File: src/rtl/sad_accum_min.sv
// Block-matching SAD accumulator: sums BEATS beats of four absolute differences per candidate
// and tracks the minimum-SAD candidate. Optional early termination: define SAD_EARLY_TERM_EN.
module sad_accum_min #(
  parameter int BEATS  = 64,
  parameter int SAD_W  = 16,
  parameter int CAND_W = 10
) (
  input  logic              clk,
  input  logic              rst,
  input  logic              in_valid,
  output logic              in_ready,
  input  logic [31:0]       in_data,
  input  logic              in_last,
  output logic              out_valid,
  input  logic              out_ready,
  output logic [SAD_W-1:0]  best_sad,
  output logic [CAND_W-1:0] best_idx
`ifdef SAD_EARLY_TERM_EN
  ,
  output logic [CAND_W-1:0] term_cnt
`endif
);

  localparam int CNT_W = (BEATS > 1) ? $clog2(BEATS) : 1;
  localparam int EXT_W = SAD_W + 11;

  typedef enum logic [1:0] {ACCUM, COMPARE, DONE} state_t;

  state_t              r_state;
  state_t              w_state_next;
  logic [CNT_W-1:0]    r_beat_cnt;
  logic [SAD_W-1:0]    r_cand_sum;
  logic [SAD_W-1:0]    r_best_sad;
  logic [CAND_W-1:0]   r_cand_idx;
  logic [CAND_W-1:0]   r_best_idx;
  logic                r_first;
  logic                r_last;
  logic                r_out_valid;

  logic                w_xfer;
  logic                w_final_beat;
  logic                w_better;
  logic                w_accum_en;
  logic [9:0]          w_byte_ext [4];
  logic [9:0]          w_beat_sum;
  logic [EXT_W-1:0]    w_sum_ext;
  logic [SAD_W-1:0]    w_sum_sat;

  genvar gi;
  generate
    for (gi = 0; gi < 4; gi++) begin : g_byte
      assign w_byte_ext[gi] = {2'b00, in_data[8*gi +: 8]};
    end
  endgenerate

  // Four bytes peak at 1020, so a 10-bit beat sum never wraps.
  assign w_beat_sum = w_byte_ext[0] + w_byte_ext[1] + w_byte_ext[2] + w_byte_ext[3];
  assign w_sum_ext  = EXT_W'(r_cand_sum) + EXT_W'(w_beat_sum);
  assign w_sum_sat  = (|w_sum_ext[EXT_W-1:SAD_W]) ? '1 : w_sum_ext[SAD_W-1:0];

  assign w_xfer       = in_valid && in_ready;
  assign w_final_beat = w_xfer && (r_beat_cnt == CNT_W'(BEATS - 1));

`ifdef SAD_EARLY_TERM_EN
  logic              r_frozen;
  logic [CAND_W-1:0] r_term_cnt;
  assign w_accum_en = !r_frozen;
  assign w_better   = r_first || (!r_frozen && (r_cand_sum < r_best_sad));
  assign term_cnt   = r_term_cnt;

  // A candidate whose running sum already reaches the best can never win; stop adding.
  always_ff @(posedge clk) begin
    if (rst) begin
      r_frozen   <= 1'b0;
      r_term_cnt <= '0;
    end else begin
      if (w_xfer && !r_frozen && !r_first && (w_sum_sat >= r_best_sad))
        r_frozen <= 1'b1;
      if (r_state == COMPARE) begin
        r_frozen <= 1'b0;
        if (r_frozen)
          r_term_cnt <= r_term_cnt + CAND_W'(1);
      end
      if (r_state == DONE && out_ready)
        r_term_cnt <= '0;
    end
  end
`else
  assign w_accum_en = 1'b1;
  assign w_better   = r_first || (r_cand_sum < r_best_sad);
`endif

  always_comb begin
    w_state_next = r_state;
    in_ready     = 1'b0;
    case (r_state)
      ACCUM: begin
        in_ready = 1'b1;
        if (w_final_beat)
          w_state_next = COMPARE;
      end
      COMPARE: w_state_next = r_last ? DONE : ACCUM;
      DONE:    if (out_ready) w_state_next = ACCUM;
      default: w_state_next = ACCUM;
    endcase
  end

  always_ff @(posedge clk) begin
    if (rst) begin
      r_state     <= ACCUM;
      r_beat_cnt  <= '0;
      r_cand_sum  <= '0;
      r_cand_idx  <= '0;
      r_best_sad  <= '0;
      r_best_idx  <= '0;
      r_first     <= 1'b1;
      r_last      <= 1'b0;
      r_out_valid <= 1'b0;
    end else begin
      r_state <= w_state_next;
      if (w_xfer) begin
        if (w_final_beat) begin
          r_beat_cnt <= '0;
          r_last     <= in_last;
        end else begin
          r_beat_cnt <= r_beat_cnt + CNT_W'(1);
        end
        if (w_accum_en)
          r_cand_sum <= w_sum_sat;
      end
      // Strict less-than keeps the earliest index on ties.
      if (r_state == COMPARE) begin
        if (w_better) begin
          r_best_sad <= r_cand_sum;
          r_best_idx <= r_cand_idx;
        end
        r_first    <= 1'b0;
        r_cand_sum <= '0;
        r_cand_idx <= r_cand_idx + CAND_W'(1);
        if (r_last)
          r_out_valid <= 1'b1;
      end
      if (r_state == DONE && out_ready) begin
        r_out_valid <= 1'b0;
        r_cand_idx  <= '0;
        r_first     <= 1'b1;
      end
    end
  end

  assign out_valid = r_out_valid;
  assign best_sad  = r_best_sad;
  assign best_idx  = r_best_idx;

endmodule
File: config.mk
export PLATFORM = sky130hd
export DESIGN_NAME = sad_accum_min
export DESIGN_NICKNAME = d
export VERILOG_FILES = /design/src/rtl/sad_accum_min.sv
export SDC_FILE = /design/constraint.sdc
export NUM_CORES = 1
export LEC_CHECK = 0
export CORE_AREA = 2 2 89 91
export CTS_BUF_LIST = sky130_fd_sc_hd__clkbuf_4 sky130_fd_sc_hd__clkbuf_8
export DETAILED_ROUTE_END_ITERATION = 7
export DIE_AREA = 0 0 91 93
export PLACE_DENSITY = 0.79
export SYNTH_ARGS = -nofsm -noshare
export SYNTH_HDL_FRONTEND = slang
export SYNTH_SLANG_ARGS = --single-unit
File: constraint.sdc
create_clock -name clk -period 5.7 [get_ports clk]
set_input_delay 1.14 -clock clk [delete_from_list [all_inputs] [get_ports clk]]
set_output_delay 1.14 -clock clk [all_outputs]
set_load 0.05 [all_outputs]
==> run summary <==
Dpl hpwl - 5.95 mm
Post-Synth Adder-Cell Area - 0.213
Antenna viol nets, final - 0
#FFs+latches synth - 63
Synth warn - 0
Ys flop type - dfxtp_1
Longest Clk Path Bufs - 2
Initial antenna violation count - 0
Total chip power - 1.73 mW
Power Dens Cells - 348 mW/mm²
Synthesized area per cell - 9.01 µm²
DR pass1 iterations - 4
Initial core utilization - 0.536
Die area - 0.00846 mm²
Reg2Reg Depth - 9
Residual DRC count - 0
Mapped Cells - 448
CTS Buf Count - 9
Maximum net fanout on the critical path - 11
Post-detailed-route wirelength per cell - 12.5 µm
H-tree depth - 3
Async SR Flop Fraction - 0
Max-slew violations - 0
Final hold slack - 0.473 ns
Main combinational cell family by area after synthesis - adder cells
TritonCTS clock tree - yes
Core box area - 0.00753 mm²
Routed vias/inst - 5.12
Post-CTS sizing - 0
Vias post-DR - 3175
Seq/Total Area, Yosys - 0.313
Final hold violation count - 0
Postcts setup bufs - 0
Final TNS setup - 0 ns
Outcome - finished clean
Share of layout cells above drive strength 1 - 0.0541
Clock sink count - 63
R2r startpoint - best_sad[15]$_SDFFE_PP0P_
Fmax - 0.199 GHz
Post-CTS Hold Buffers - 0
RSZ-0062 raised after global routing - no
Drt initial violations - 92
Hold Crit Endpoint - out_valid$_SDFFE_PP0P_
Xor/xnor cell area share of the yosys netlist - 0.0478
CP Launch Type - input pin
Critical Path RT - 5.98 ns
Mux cell area share after synthesis - 0.0719
Crit share post-route - 0.883
N_diodes - 0
Max-cap violation count - 0
Clock skew - 0.00646 ns
Hold Startpoint - out_valid$_SDFFE_PP0P_
Synth cell types - 50
Synth Cell Area - 0.00404 mm²
Slew headroom - 0.348
IO Pins - 65
Reg clk slew, reported paths - 0.07 ns
Setup crit end kind - flip-flop
Post-Route WL - 7.76 mm
# port buffers - 64
Die width - 91 µm
Arr. time, crit path - 5.32 ns
Die H - 93 µm
Tightest Pin Transition - 0.978 ns
WS Path Type - in -> reg
Worst-skew pair later-pin latency - 0.34 ns
Synth Area in Compound Gates - 0.118
GR Util All Layers - 0.197
Vias in the first global route - 3042
Hold Crit Class - reg -> reg
Number of enable flip-flop cells after synthesis - 0
Worst reg-to-reg setup slack - 2.60 ns
R2R Path End - best_idx[1]$_SDFFE_PP0P_
First-pass GRT wire length - 13.7 mm
Num rows - 32
# nets final - 605
RePlAce Congestion - 0.822
Syn_nets - 540
Fin crit period - 5.03 ns
Grt ovf - 0
WHS Path Cells - 2
Area Overhead vs Synth - 23.2%
Lkg Pwr - 2.33 nW
Simple logic cell fraction of the synthesized area - 0.128
Worst VDD drop - 195 µV
Final setup vio count - 0
Root buffer cell - clkbuf_8
Largest net degree at the start of global routing - 39
FILL cells - 638
-- worst max-delay path, cell delays in order --
cell             delay (ns)
clkdlybuf4s50_1        0.47
inv_1                  0.06
fa_1                   0.52
inv_1                  0.05
fa_1                   0.50
inv_1                  0.06
fa_1                   0.50
inv_1                  0.04
ha_1                   0.34
o211ai_1               0.12
o21a_2                 0.24
o21ai_2                0.22
a31oi_4                0.14
o21ai_1                0.61
o221a_1                0.31
-- synth_stat cells (2+ instances only) --
cell type  number  area (µm²)
nor3b_1         2        15.0
ha_1           32         400
o21ai_0         5        25.0
nor2_1         52         195
a21o_1          2        15.0
xor2_1         12         105
clkbuf_1        9        33.8
nand4_1         7        43.8
a21oi_1        21         105
a31oi_1         2        12.5
inv_1          91         342
nand2b_1        3        18.8
and3_1          3        18.8
buf_12          2        40.0
dfxtp_1        63        1260
o2111ai_1       2        17.5
o211ai_1        3        22.5
nor3_1          9        45.0
o221a_1        11         124
nand3_1         7        35.0
nand2_1        20        75.1
fa_1           23         460
or3_1           2        12.5
xnor2_1        10        87.6
o21a_1          2        15.0
mux2i_1        29         290
-- how the worst max path moves through the flow --
| stage | startpoint | to | slack [ns] | depth (start not counted) |
|---|---|---|---|---|
| final | in_data[4] | r_cand_sum[10]$_SDFFE_PP0P_ | 0.67 | 15 |
| after CTS | in_data[4] | r_cand_sum[10]$_SDFFE_PP0P_ | 0.67 | 15 |
| after global placement | in_data[2] | r_cand_sum[1]$_SDFFE_PP0P_ | 0.44 | 15 |
| after detailed placement | in_data[4] | r_cand_sum[8]$_SDFFE_PP0P_ | 0.31 | 15 |
| after global routing | in_data[4] | r_cand_sum[8]$_SDFFE_PP0P_ | 0.47 | 15 |
| after floorplan | in_data[2] | r_cand_sum[10]$_SDFFE_PP0P_ | 1.20 | 15 |
-- through the flow --
| stage | setup WS, ns | utilization | std cells | cell area (µm²) |
|---|---|---|---|---|
| 2_1_floorplan | 1.20 | - | 448 | 4040 |
| 3_3_place_gp | 0.441 | 0.630 | 604 | 4740 |
| 3_5_place_dp | 0.315 | 0.630 | 604 | 4740 |
| 4_1_cts | 0.671 | 0.660 | 620 | 4970 |
| 5_1_grt | 0.467 | 0.660 | 620 | 4970 |
| 6_report | 0.669 | 0.660 | 620 | 4970 |
-- sequential cells by signal, indices dropped and copies added (netlist names) --
signal      cells
best_idx       10
r_last          1
r_first         1
r_cand_idx     10
r_state         2
best_sad       16
r_cand_sum     16
out_valid       1
r_beat_cnt      6
-- layer usage --
metal	GRT usage	part of all wire	up-vias	wire length [µm]
met2	0.347	0.51	50	3940
met5	0	0	-	0
met3	0.0508	0.037	5	286
met4	0.0518	0.0077	0	60
li1	-	-	1602	-
met1	0.240	0.45	1518	3480
-- cell families after synthesis --
logic type,Yosys count
AOI/OAI and AO/OA,62
muxes,29
buffers and inverters,105
and+or+nand+nor,112
adders and majority gates,55
xor gates and xnor gates,22
DFF,63
-- cell type report --
cell class,count,area [µm²],share of cell area
clock buffers,11,151,0.0305
clock inverters,5,78.8,0.0159
inverters,92,345,0.0695
multi-input cells,280,2340,0.471
flip-flops and latches,63,1260,0.254
well taps,102,128,0.0257
repair buffers,67,663,0.133
-- cell usage in the layout, fill, tap and decap left out, drive strengths merged, types with 7 or more instances in the layout --
cell / synthesis / final
nor3: 10 / 10
nand4: 7 / 7
a21oi: 21 / 21
xor2: 12 / 12
o21ai: 7 / 7
clkbuf: 9 / 11
o221a: 11 / 11
xnor2: 10 / 10
inv: 92 / 93
mux2i: 29 / 29
nand3: 7 / 7
ha: 32 / 32
clkdlybuf4s50: 0 / 64
nand2: 20 / 20
fa: 23 / 23
dfxtp: 63 / 63
nor2: 52 / 52
-- power breakdown --
group	internal [mW]	switching, mW
registers	0.473	0.0439
logic	0.351	0.420
clock network	0.270	0.172
(Power assumes the default switching activity.)
